## config.mk

```make
export PLATFORM = sky130hd
export DESIGN_NAME = slave_arbiter_flat
export DESIGN_NICKNAME = d
export VERILOG_FILES = /design/src/rtl/xbar_pkg.sv /design/src/rtl/slave_arbiter_if.sv /design/src/rtl/arb_wdt.sv /design/src/rtl/slave_arbiter.sv /design/src/flat_wrapper.sv
export SDC_FILE = /design/constraint.sdc
export NUM_CORES = 1
export LEC_CHECK = 0
export BUFFER_PORTS_ARGS = -buffer_cell sky130_fd_sc_hd__clkbuf_2
export CORE_ASPECT_RATIO = 1.5
export CORE_MARGIN = 4
export CORE_UTILIZATION = 35
export DETAILED_ROUTE_END_ITERATION = 10
export HOLD_SLACK_MARGIN = 0.06
export PLACE_DENSITY_LB_ADDON = 0.3
export RECOVER_POWER = 25
export SYNTH_ARGS = -nofsm -noshare
export SYNTH_HDL_FRONTEND = slang
export SYNTH_HIERARCHICAL = 1
export SYNTH_SLANG_ARGS = --single-unit
```

## constraint.sdc

```tcl
create_clock -name clk -period 1.7 [get_ports clk]
set_input_delay 0.34 -clock clk [delete_from_list [all_inputs] [get_ports clk]]
set_output_delay 0.34 -clock clk [all_outputs]
set_load 0.02 [all_outputs]
```

## src/rtl/xbar_pkg.sv

```systemverilog
// Shared definitions for the crossbar slave-side arbitration logic.
// Holds the master index constants, the arbiter state enum and a small
// helper that turns a master index into its one-hot grant vector.
// No ports (package).
package xbar_pkg;

  localparam logic MASTER0 = 1'b0;
  localparam logic MASTER1 = 1'b1;

  typedef enum logic {
    ARB_IDLE = 1'b0,
    ARB_BUSY = 1'b1
  } arbState_e;

  // One-hot grant vector for a master index (bit0 = master 0).
  function automatic logic [1:0] masterOneHot(input logic idx);
    return idx ? 2'b10 : 2'b01;
  endfunction

endpackage

```

## src/rtl/slave_arbiter_if.sv

```systemverilog
// Bus bundle between the two masters and one slave arbiter.
// Signals:
//   req    [1:0] per-master request level (bit0 = master 0)
//   ack          one-cycle completion strobe from the slave
//   gnt    [1:0] one-hot grant
//   sel          read/write mux select (0 = master 0, 1 = master 1)
//   busy         high while a grant is active
//   tmo          one-cycle pulse on watchdog release
//   tmo_id       master released by the watchdog, valid while tmo is high
// Modports:
//   slave  - the arbiter side (consumes req/ack, drives grant outputs)
//   master - the environment side (drives req/ack, observes grant outputs)
interface slave_arbiter_if;

  logic [1:0] req;
  logic       ack;
  logic [1:0] gnt;
  logic       sel;
  logic       busy;
  logic       tmo;
  logic       tmo_id;

  modport slave (
    input  req,
    input  ack,
    output gnt,
    output sel,
    output busy,
    output tmo,
    output tmo_id
  );

  modport master (
    output req,
    output ack,
    input  gnt,
    input  sel,
    input  busy,
    input  tmo,
    input  tmo_id
  );

endinterface

```

## src/rtl/arb_wdt.sv

```systemverilog
// Grant watchdog for the slave arbiter.
// Ports:
//   clk, rst  clock and asynchronous active-high reset
//   start     entering BUSY on the next edge; clears the counter
//   run       arbiter is currently BUSY
//   ack       slave completion strobe; an ack cycle never counts or expires
//   expire    combinational: this BUSY cycle is the one in which the counter
//             reaches TIMEOUT without an ack, so the grant must be released
//             on the coming edge
module arb_wdt #(
  parameter int TIMEOUT = 16
) (
  input  logic clk,
  input  logic rst,
  input  logic start,
  input  logic run,
  input  logic ack,
  output logic expire
);

  localparam int CntW = $clog2(TIMEOUT + 1);
  localparam logic [CntW-1:0] CntLimit = CntW'(TIMEOUT);
  localparam logic [CntW-1:0] CntLast  = CntW'(TIMEOUT - 1);

  logic [CntW-1:0] cnt_q;
  logic [CntW-1:0] cnt_d;

  // Counter register; holds the number of BUSY cycles seen without an ack.
  always_ff @(posedge clk or posedge rst) begin
    if (rst) begin
      cnt_q <= '0;
    end else begin
      cnt_q <= cnt_d;
    end
  end

  // Clear on grant, count every un-acked BUSY cycle, saturate at TIMEOUT
  // so the counter can never wrap back into a live range.
  always_comb begin
    cnt_d = cnt_q;
    if (start) begin
      cnt_d = '0;
    end else if (run && !ack && (cnt_q != CntLimit)) begin
      cnt_d = cnt_q + CntW'(1);
    end
  end

  // The increment that makes the counter equal TIMEOUT is the release point.
  assign expire = run && !ack && (cnt_q == CntLast);

endmodule

```

## src/rtl/slave_arbiter.sv

```systemverilog
// Two-master round-robin arbiter guarding a single slave.
// Ports:
//   clk   single clock, all state changes on its rising edge
//   rst   asynchronous active-high reset
//   bus   slave_arbiter_if.slave bundle (req/ack in, gnt/sel/busy/tmo/tmo_id out)
// Parameter:
//   TIMEOUT  cycles a grant may wait for ack before forced release (2..255)
// Every output is a flop; grants are issued one cycle after a request is seen
// in IDLE and a release always returns to IDLE, which leaves at least one idle
// cycle between consecutive grants.
module slave_arbiter
  import xbar_pkg::*;
#(
  parameter int TIMEOUT = 16
) (
  input  logic                  clk,
  input  logic                  rst,
  slave_arbiter_if.slave        bus
);

  arbState_e  state_q, state_d;
  logic [1:0] gnt_q, gnt_d;
  logic       sel_q, sel_d;
  logic       busy_q, busy_d;
  logic       tmo_q, tmo_d;
  logic       tmoId_q, tmoId_d;
  logic       lastGnt_q, lastGnt_d;

  logic       winner;
  logic       grantedReq;
  logic       releaseNow;
  logic       wdtStart;
  logic       wdtRun;
  logic       wdtExpire;

  // Round robin: a lone requester wins outright, a tie goes to the master
  // that was not granted last.
  always_comb begin
    winner = MASTER0;
    if (bus.req == 2'b11) begin
      winner = ~lastGnt_q;
    end else if (bus.req[1]) begin
      winner = MASTER1;
    end
  end

  // Release causes while BUSY: ack (also covers ack together with a req
  // drop), abort by the granted master, or watchdog expiry.
  assign grantedReq = bus.req[sel_q];
  assign releaseNow = bus.ack || !grantedReq || wdtExpire;

  assign wdtStart = (state_q == ARB_IDLE) && (bus.req != 2'b00);
  assign wdtRun   = (state_q == ARB_BUSY);

  arb_wdt #(
    .TIMEOUT(TIMEOUT)
  ) u_wdt (
    .clk    (clk),
    .rst    (rst),
    .start  (wdtStart),
    .run    (wdtRun),
    .ack    (bus.ack),
    .expire (wdtExpire)
  );

  // State and output registers. Reset leaves the pointer on master 1 so that
  // master 0 wins the first tie.
  always_ff @(posedge clk or posedge rst) begin
    if (rst) begin
      state_q   <= ARB_IDLE;
      gnt_q     <= 2'b00;
      sel_q     <= MASTER0;
      busy_q    <= 1'b0;
      tmo_q     <= 1'b0;
      tmoId_q   <= MASTER0;
      lastGnt_q <= MASTER1;
    end else begin
      state_q   <= state_d;
      gnt_q     <= gnt_d;
      sel_q     <= sel_d;
      busy_q    <= busy_d;
      tmo_q     <= tmo_d;
      tmoId_q   <= tmoId_d;
      lastGnt_q <= lastGnt_d;
    end
  end

  // Next-state logic.
  always_comb begin
    state_d = state_q;
    unique case (state_q)
      ARB_IDLE: if (bus.req != 2'b00) state_d = ARB_BUSY;
      ARB_BUSY: if (releaseNow)       state_d = ARB_IDLE;
      default:                        state_d = ARB_IDLE;
    endcase
  end

  // Next output values. sel is never cleared on release so the data mux
  // keeps pointing at the last granted master while idle.
  always_comb begin
    gnt_d     = gnt_q;
    sel_d     = sel_q;
    busy_d    = busy_q;
    tmo_d     = 1'b0;
    tmoId_d   = tmoId_q;
    lastGnt_d = lastGnt_q;
    unique case (state_q)
      ARB_IDLE: begin
        if (bus.req != 2'b00) begin
          gnt_d     = masterOneHot(winner);
          sel_d     = winner;
          busy_d    = 1'b1;
          lastGnt_d = winner;
        end
      end
      ARB_BUSY: begin
        if (releaseNow) begin
          gnt_d  = 2'b00;
          busy_d = 1'b0;
          // Only a pure watchdog release reports a timeout; ack or abort win.
          if (!bus.ack && grantedReq && wdtExpire) begin
            tmo_d   = 1'b1;
            tmoId_d = sel_q;
          end
        end
      end
      default: begin
        gnt_d  = 2'b00;
        busy_d = 1'b0;
      end
    endcase
  end

  assign bus.gnt    = gnt_q;
  assign bus.sel    = sel_q;
  assign bus.busy   = busy_q;
  assign bus.tmo    = tmo_q;
  assign bus.tmo_id = tmoId_q;

endmodule

```

## src/flat_wrapper.sv

```systemverilog
// flat-port wrapper written by rule: the top's interface ports become plain ports
module slave_arbiter_flat import xbar_pkg::*;
#(
  parameter int TIMEOUT = 16
)
  (clk, rst, bus_req, bus_ack, bus_gnt, bus_sel, bus_busy, bus_tmo, bus_tmo_id);
  slave_arbiter_if bus_i ();
  input  logic clk;
  input  logic rst;
  input wire logic [$bits(bus_i.req)-1:0] bus_req;
  input wire logic [$bits(bus_i.ack)-1:0] bus_ack;
  output wire logic [$bits(bus_i.gnt)-1:0] bus_gnt;
  output wire logic [$bits(bus_i.sel)-1:0] bus_sel;
  output wire logic [$bits(bus_i.busy)-1:0] bus_busy;
  output wire logic [$bits(bus_i.tmo)-1:0] bus_tmo;
  output wire logic [$bits(bus_i.tmo_id)-1:0] bus_tmo_id;
  assign bus_i.req = bus_req;
  assign bus_i.ack = bus_ack;
  assign bus_gnt = bus_i.gnt;
  assign bus_sel = bus_i.sel;
  assign bus_busy = bus_i.busy;
  assign bus_tmo = bus_i.tmo;
  assign bus_tmo_id = bus_i.tmo_id;
  slave_arbiter #(.TIMEOUT(TIMEOUT)) u_core (.clk(clk), .rst(rst), .bus(bus_i));
endmodule
```

Yosys cells after proc, flatten, opt, wreduce, memory -nomap -nowiden
Cells that the tools add are included.

$add $sub $neg: 1. Bitwise logic cells: 2. Shifts and indexed selects: 0. $mul: 0. Divide/modulo/power cells: 0. Order comparisons: 1. Multiplexer cells: 19. Reductions and logical operators: 15. Equal/unequal tests: 5.

Operators by type and width (number): two-way mux 1 bit (11); two-way mux 5 bit (2); logical AND 1 bit (6); two-way mux 2 bit (3); adder 5 x 1 -> 5 bit (second input constant) (1); == test 5 x 4 -> 1 bit (second input constant) (1); inequality test 5 bit (second input constant) (1); inequality test 2 bit (second input constant) (2); one-hot mux 1 bit (2 select lines) (2); one-hot mux 2 bit (2 select lines) (1); AND reduction 2 bit (2); nonzero test 2 bit (2); AND reduction 3 bit (1); == test 2 bit (second input constant) (1); zero test 1 bit (2); logical OR 1 bit (2); < comparator 1 x 2 -> 1 bit (second input constant) (1); NOT 1 bit (2).

Memories kept: 0. Latch bits: 0. Input port bits: 5. Bits in writable memories: 0. Word-level logic and storage cells: 51. Output and inout port bits: 6. Flip-flop bits (word level): 13. Bits in read-only memories: 0.

Logic depth before layout (Yosys ltp)
Gate-level depths: netlist of the first run.

Depth after elaboration: 7. Gate-level depth with buffers: 7. Depth with buffers taken out: 7.

Cells and area by module
The synthesis of the first run kept the hierarchy.

By module, submodules not included: slave_arbiter (cells each 37, area an instance 387.9 sq um, sequential area each 201.4 sq um, times used 1); arb_wdt (cells each 34, area an instance 322.8 sq um, sequential area each 125.1 sq um, times used 1).

Worst setup path after synthesis of the first run
No wires, ideal clock.

Path type: reg2reg. Start point: register u_core.u_wdt.cnt_q[0]. End point: register u_core.tmoId_q (netlist: u_core/bus.tmo_id). Period minus slack after synthesis: 1.656 ns. Data arrival time: 1.531 ns. Cell stages (with the launch flop): 7. Path buffers: 0. Required time: 1.575 ns. Path slack: 0.044 ns. Setup time: 0.125 ns. Path through: dfrtp_1 ha_1 and3_1 ha_1 and2_1 and4b_4 mux2_4.

Word-level cells in the longest chain between the ends: 4. Elaborated cells on any way between the ends: 5. Classes of those cells: eq/ne: 1; reduce/logical: 4.

RTL lines: start, declared (line arb_wdt.sv:25) `logic [CntW-1:0] cnt_q;`; start signal, assigned (line arb_wdt.sv:33) `cnt_q <= cnt_d;`; == test 5 x 4 -> 1 bit (*) (line arb_wdt.sv:49) `assign expire = run && !ack && (cnt_q == CntLast);`; logical AND 1 bit (*) (line arb_wdt.sv:49); named net u_core.wdtExpire (line slave_arbiter.sv:34) `logic wdtExpire;`; logical AND 1 bit / logical OR 1 bit (equally long branches) (line slave_arbiter.sv:121, slave_arbiter.sv:50); AND reduction 3 bit (no source line) (*); end signal, assigned (line slave_arbiter.sv:83) `tmoId_q <= tmoId_d;`; end, declared (line slave_arbiter.sv:26) `logic tmoId_q, tmoId_d;`.

The timed path passes the listed nets; every way through them passes the cells marked *. A chain may end at the register's enable or synchronous reset.

Final worst setup path of the first run
Same ends and word-level chain as after synthesis.

==> flow_summary_export.csv, run 1 <==
group,metric,value,unit
sta,slew_headroom,78.90,%
final_layout,mostFrequentLayoutCell,"dfrtp_1",
setup_path,r2r_slack,50,ps
sta,fin_tns_setup,0,ps
clocking,ctsHtreeMaxLevel,1,
die,core,1878,um^2
synthesis,yosys-mux-area-fraction,9.331,%
sta,worstMarginPinSlew,316.2,ps
detailed_routing,drc_errors,0,
clocking,numCtsBuffers,3,
placement,gpl.final_weighted_congestion,0.6911,
global_route,grt-ovfl-total,0,
global_route,grt_pass1_vias,570,
sta,setup_viol,0,
setup_path,end_kind,"register",
placement,portBuffers,10,
synthesis,synth_seq_cells,13,
synthesis,synth_compound_area_share,14.96,%
synthesis,syn_avg_cell_area,10.01,um^2
final_layout,antenna_cells,0,
min_path,hold_start,"bus_req[0]",
sta,worst_clock_skew,0.8819,ps
clocking,cts_tree,"yes",
synthesis,async_flop_share,100.0,%
final_layout,layout.nets,98,
detailed_routing,vias,573,
run,drv_cap,0,
final_layout,final_cells,110,
outcome,outcome,"finished, final reports clean",
detailed_routing,detail-route-antenna-nets,0,
synthesis,ys_types,29,
min_path,hp-class,"in -> reg",
detailed_routing,dr.first_iter.drc_count,15,
sta,fmax,604.7,MHz
setup_path,rr_startpoint,"u_core/u_wdt/cnt_q[0]$_DFFE_PP0P_",
power_and_ir_drop,power.leakage,0.4217,nW
sta,rsz0062_at_grt,"false",
final_layout,final_cell_mix,"12 x dfrtp_1, 9 x clkbuf_2, 8 x nor2_1",
synthesis,ys_dominant_reg_cell,"dfrtp_1",
sta,fin_ws,46.28,ps
die,rows,19,
final_layout,drive_above_1_share,33.71,%
power_and_ir_drop,ir_drop,666.2,uV
detailed_routing,drt_pass1_iterations,4,
global_route,grt_use_total,11.93,%
synthesis,synth_edf_count,0,
detailed_routing,routedWlPerCell,13.67,um
synthesis,netlist_instances,71,
power_and_ir_drop,p_total,1.070,mW
setup_path,arrival,1810,ps
sta,fin_crit_sh,97.28,%
synthesis,synth_top_family_by_area,"simple AND/OR/NAND/NOR gates",
synthesis,synth_xor_area_share,0,%
clocking,clock-sinks,13,
setup_path,start_kind,"register",
power_and_ir_drop,powerDensity,1250,nW/um^2
setup_path,reg2regPathDepth,6,
synthesis,yosysSeqAreaShare,45.95,%
global_route,antenna_found_initial,0,
die,ios,11,
setup_path,worstPathRequired,1860,ps
synthesis,synthSimpleGateAreaFrac,18.13,%
setup_path,worst-path-max-fanout,2,
clocking,clock_latency,270,ps
min_path,holdPathEnd,"u_core/lastGnt_q$_DFFE_PP1P_",
synthesis,synthesis.nets,79,
placement,place.detailed.instances,105,
global_route,grt_pass1_wl,2539,um
setup_path,timing.rr.end,"u_core/bus.tmo_id$_DFFE_PP0P_",
setup_path,path_class,"reg -> reg",
detailed_routing,wirelength,1504,um
die,initial_utilization,37.84,%
placement,pre_cts_ws,35.43,ps
synthesis,syn_area,710.7,um^2
min_path,holdPathStages,2,
placement,dpl.hpwl,1170,um
sta,hold_viol,0,
synthesis,yosysWarnings,6,
sta,worst_hold_slack,335.4,ps
clocking,clockRootBuffer,"clkbuf_4",
clocking,clock_path_buffers,2,
final_layout,area_delta_synth_final,20.42,%
sta,slew_violations,0,
die,die_y,63.19,um
setup_path,critPathLaunch,"u_core/u_wdt/cnt_q[0]$_DFFE_PP0P_",
synthesis,synthAdderAreaFrac,5.282,%
die,dieArea,2830,um^2
clocking,clk_pin_slew,80,ps
die,fp.dieW,44.79,um
detailed_routing,routed_via_density,5.209,
global_route,grt_max_degree,11,
sta,fin_crit,1654,ps
-- stage by stage --
| step | util (%) | area [um^2] |
|---|---|---|
| detailed placement | 43.30 | 813.3 |
| finish | 45.57 | 855.8 |
| global route | 45.57 | 855.8 |
| floorplan | - | 710.7 |
| global placement | 43.30 | 813.3 |
| CTS | 45.24 | 849.6 |
-- area by class of cell --
class	count	area, um^2
tap	21	26.28
timing repair buffer	17	103.9
fill	182	1022
sequential	13	326.6
clock buffer	4	26.28
multi-input combinational	48	346.6
inverter	7	26.28
-- kinds of logic (layout without fill, tap and decap cells) --
group,count (synthesis),after routing
muxes,5,5
buffers and inverters,10,28
DFF,13,13
AOI/OAI and AO/OA,16,16
and+or+nand+nor,24,24
adders and majority gates,3,3
-- sequential cells by signal, indices dropped and copies added, names as in the netlist --
register / count
u_core/u_wdt/cnt_q: 5
u_core/lastGnt_q: 1
u_core/bus.tmo_id: 1
u_core/bus.busy: 1
u_core/bus.tmo: 1
u_core/state_q: 1
u_core/bus.gnt: 2
u_core/bus.sel: 1
-- cell usage after synthesis (all sizes together), types with 2 or more instances --
master	number	share of area [%]
a21oi	6	4.2
buf	2	2.1
dfrtp	12	42
ha	3	5.3
inv	7	3.7
mux2	4	7.9
nand2	3	1.6
nand2b	3	2.6
nand4	3	2.6
nor2	9	4.8
nor2b	2	1.8
o21ai	3	2.1
-- power breakdown --
part | switching (mW) | internal (mW)
Sequential | 0.0657 | 0.396
Clock | 0.0963 | 0.0908
Combinational | 0.232 | 0.189
-- critical path, stage by stage (launching register included) --
cell     delay (ps)
dfrtp_1         390
ha_2            190
and3_1          180
ha_1            170
and2_4          140
and4b_4         180
mux2_4          300
-- what timing repair did --
| action | CTS | global route |
|---|---|---|
| setup endpoints to repair | 0 | 4 |
| gates resized for setup | 0 | 3 |
| hold buffers | 1 | 0 |
| setup buffers | 0 | 0 |
| endpoints found under the hold margin | 12 | 0 |
-- worst max-delay path by stage --
| stage | to | depth (start not counted) |
|---|---|---|
| floorplan | u_core/bus.tmo_id$_DFFE_PP0P_ | 6 |
| global placement | u_core/bus.tmo_id$_DFFE_PP0P_ | 6 |
| detailed placement | u_core/bus.tmo_id$_DFFE_PP0P_ | 6 |
| CTS | u_core/bus.tmo_id$_DFFE_PP0P_ | 6 |
| global route | u_core/bus.tmo_id$_DFFE_PP0P_ | 6 |
| finish | u_core/bus.tmo_id$_DFFE_PP0P_ | 6 |
-- metal layers --
layer | part of all wire [%] | track usage, % | vias to the layer above | routed length (um)
li1 | - | - | 279 | -
met4 | 0.53 | 4.396 | 0 | 8
met1 | 40 | 12.83 | 281 | 602
met5 | 0 | 0 | - | 0
met3 | 3.2 | 2.564 | 2 | 48
met2 | 56 | 21.58 | 11 | 845
No activity file was read; power rests on OpenSTA's default activity.
==> run 2: changes to the inputs <==
Settings changed: CORE_ASPECT_RATIO 1.5 to unset, CORE_UTILIZATION 35 to 48, GPL_TIMING_DRIVEN set to 0.
==> run 2 against run 1 <==
Compared with the run above:
- clock skew increased by 4.1 ps
- combinational power decreased by 2%
- register-to-register slack got worse by 30 ps
- worst hold slack got worse by 97 ps
- sequential cell count unchanged
- sequential share of layout area increased by 0.80 points
- sequential power about the same
- critical path depth unchanged
- highest routed layer unchanged
==> flow_summary_export.csv, run 2 (synthesis gave the netlist of run 1 again) <==
group,metric,value,unit
sta,fin_crit,1683,ps
setup_path,slowest_delay,400,ps
power_and_ir_drop,seqPwrFrac,43.1,%
final_layout,largest_reg_flops,5,
setup_path,path_cells,"ha_2, and3_1, ha_1, and2_4, and4b_4, mux2_4",
setup_path,crit_end,"u_core/bus.tmo_id$_DFFE_PP0P_",
setup_path,path_class,"reg -> reg",
die,die_y,46.48,um
detailed_routing,drc_errors,0,
final_layout,multi_input_area,346.6,um^2
die,dieArea,2160,um^2
clocking,ctsHtreeMaxLevel,1,
global_route,grt_max_degree,10,
clocking,clock-sinks,13,
setup_path,start_kind,"register",
setup_path,critPathLaunch,"u_core/u_wdt/cnt_q[1]$_DFFE_PP0P_",
setup_path,rr_startpoint,"u_core/u_wdt/cnt_q[1]$_DFFE_PP0P_",
sta,worstMarginPinSlew,365.7,ps
placement,place.detailed.instances,95,
placement,pre_cts_ws,-51.50,ps
detailed_routing,dr.first_iter.drc_count,15,
outcome,outcome,"finished, final reports clean",
final_layout,layout.nets,96,
detailed_routing,routed_via_density,5.422,
sta,fin_crit_sh,99.02,%
detailed_routing,wirelength,1356,um
final_layout,seqCellArea,326.6,um^2
final_layout,stdcell_area,838.3,um^2
die,fp.dieW,46.48,um
detailed_routing,drt_pass1_iterations,4,
sta,fmax,594.1,MHz
setup_path,path_depth,6,
sta,hold_viol,0,
sta,worst_hold_slack,238.4,ps
die,core,1350,um^2
setup_path,r2r_slack,20,ps
final_layout,final_cell_mix,"12 x dfrtp_1, 9 x clkbuf_2, 8 x nor2_1, 6 x inv_1, 6 x a21oi_1",
sta,worst_clock_skew,4.949,ps
setup_path,worstPathRequired,1870,ps
placement,portBuffers,9,
setup_path,reg2regPathDepth,6,
power_and_ir_drop,switching_share,37.86,%
min_path,hp-class,"in -> reg",
sta,setup_viol,0,
setup_path,timing.rr.end,"u_core/bus.tmo_id$_DFFE_PP0P_",
power_and_ir_drop,clkPwrFrac,18.4,%
clocking,clk_pin_slew,90,ps
final_layout,drive_above_1_share,33.33,%
placement,place_area,774.5,um^2
detailed_routing,routedWlPerCell,13.29,um
power_and_ir_drop,p_int,0.6644,mW
final_layout,final_cells,102,
clocking,clockRootBuffer,"clkbuf_4",
global_route,grt_pass1_vias,531,
clocking,clock_latency,280,ps
power_and_ir_drop,p_comb_share,38.5,%
clocking,numCtsBuffers,3,
global_route,grt_pass1_wl,2270,um
power_and_ir_drop,p_total,1.069,mW
run,drv_cap,0,
detailed_routing,detail-route-antenna-nets,0,
final_layout,fillCellCount,117,
final_layout,largest-register,"u_core/u_wdt/cnt_q",
sta,slew_headroom,75.62,%
setup_path,end_kind,"register",
clocking,clock_path_buffers,2,
setup_path,arrival,1850,ps
setup_path,cp_num_buf_inv,0,
placement,gpl.final_weighted_congestion,0.7307,
power_and_ir_drop,powerDensity,1275,nW/um^2
detailed_routing,vias,553,
global_route,grt_use_total,15.19,%
final_layout,antenna_cells,0,
power_and_ir_drop,ir_drop,759.2,uV
power_and_ir_drop,power.leakage,0.4157,nW
sta,fin_ws,16.71,ps
setup_path,slowest_stage,"dfrtp_1",
die,rows,13,
die,initial_utilization,52.64,%
global_route,antenna_found_initial,0,
power_and_ir_drop,power.switching,0.4047,mW
clocking,cts_tree,"yes",
final_layout,mostFrequentLayoutCell,"dfrtp_1",
die,ios,11,
setup_path,cp_top_family,"simple AND/OR/NAND/NOR gates",
setup_path,worst-path-max-fanout,3,
final_layout,area_delta_synth_final,17.96,%
global_route,grt-ovfl-total,0,
sta,slew_violations,0,
placement,dpl.hpwl,929.9,um
## run 2: what timing repair did
item	4_1_cts	5_1_grt
setup buffers	2	1
hold buffers	1	0
pin swaps	0	1
endpoints found under the hold margin	12	0
endpoints found under the setup margin	4	5
resized for setup	2	1
## run 2: worst reg2reg max path, cell delays in order, from the launching register on
cell and delay [ps]:
dfrtp_1 400, ha_2 200, and3_1 180, ha_1 180, and2_4 140, and4b_4 180, mux2_4 290
## run 2: layer usage
metal  wire length [um]  up-vias  global-route usage (%)  share of wire [%]
li1                   -      281                       -                  -
met5                  0        -                       0                  0
met3                 57        5                   3.516                4.2
met1                667      254                   18.10                 49
met4                 34        0                   8.523                2.5
met2                597       13                   24.73                 44
## run 2: layout make-up
| class | instances | share of cell area, % |
|---|---|---|
| buffer | 2 | 1.791 |
| clock buffer | 3 | 2.687 |
| clock inverter | 1 | 0.5970 |
| inverter | 7 | 3.134 |
| multi-input combinational | 48 | 41.34 |
| sequential | 13 | 38.96 |
| tap | 15 | 2.239 |
| timing repair buffer | 13 | 9.254 |
## run 2: worst min path at each step
stage	from	endpoint	cells after the start
floorplan	rst	u_core/u_wdt/cnt_q[0]$_DFFE_PP0P_	1
global placement	rst	u_core/u_wdt/cnt_q[1]$_DFFE_PP0P_	2
detailed placement	rst	u_core/u_wdt/cnt_q[1]$_DFFE_PP0P_	2
CTS	bus_req[0]	u_core/lastGnt_q$_DFFE_PP1P_	2
global route	bus_req[0]	u_core/lastGnt_q$_DFFE_PP1P_	2
finish	bus_req[0]	u_core/lastGnt_q$_DFFE_PP1P_	2
## run 2: power groups by stage
stage	Clock [mW]	Sequential (mW)	Combinational (mW)
3_3_place_gp	0	0.470	0.357
2_1_floorplan	0	0.503	0.237
5_1_grt	0.218	0.473	0.463
3_5_place_dp	0	0.472	0.370
6_report	0.197	0.460	0.412
4_1_cts	0.200	0.459	0.408
## run 2: through the flow
step | TNS, ps | util, %
detailed placement | -75.21 | 57.37
global route | -2.036 | 62.09
floorplan | 0 | -
finish | 0 | 62.09
CTS | 0 | 61.63
global placement | -19.37 | 57.37
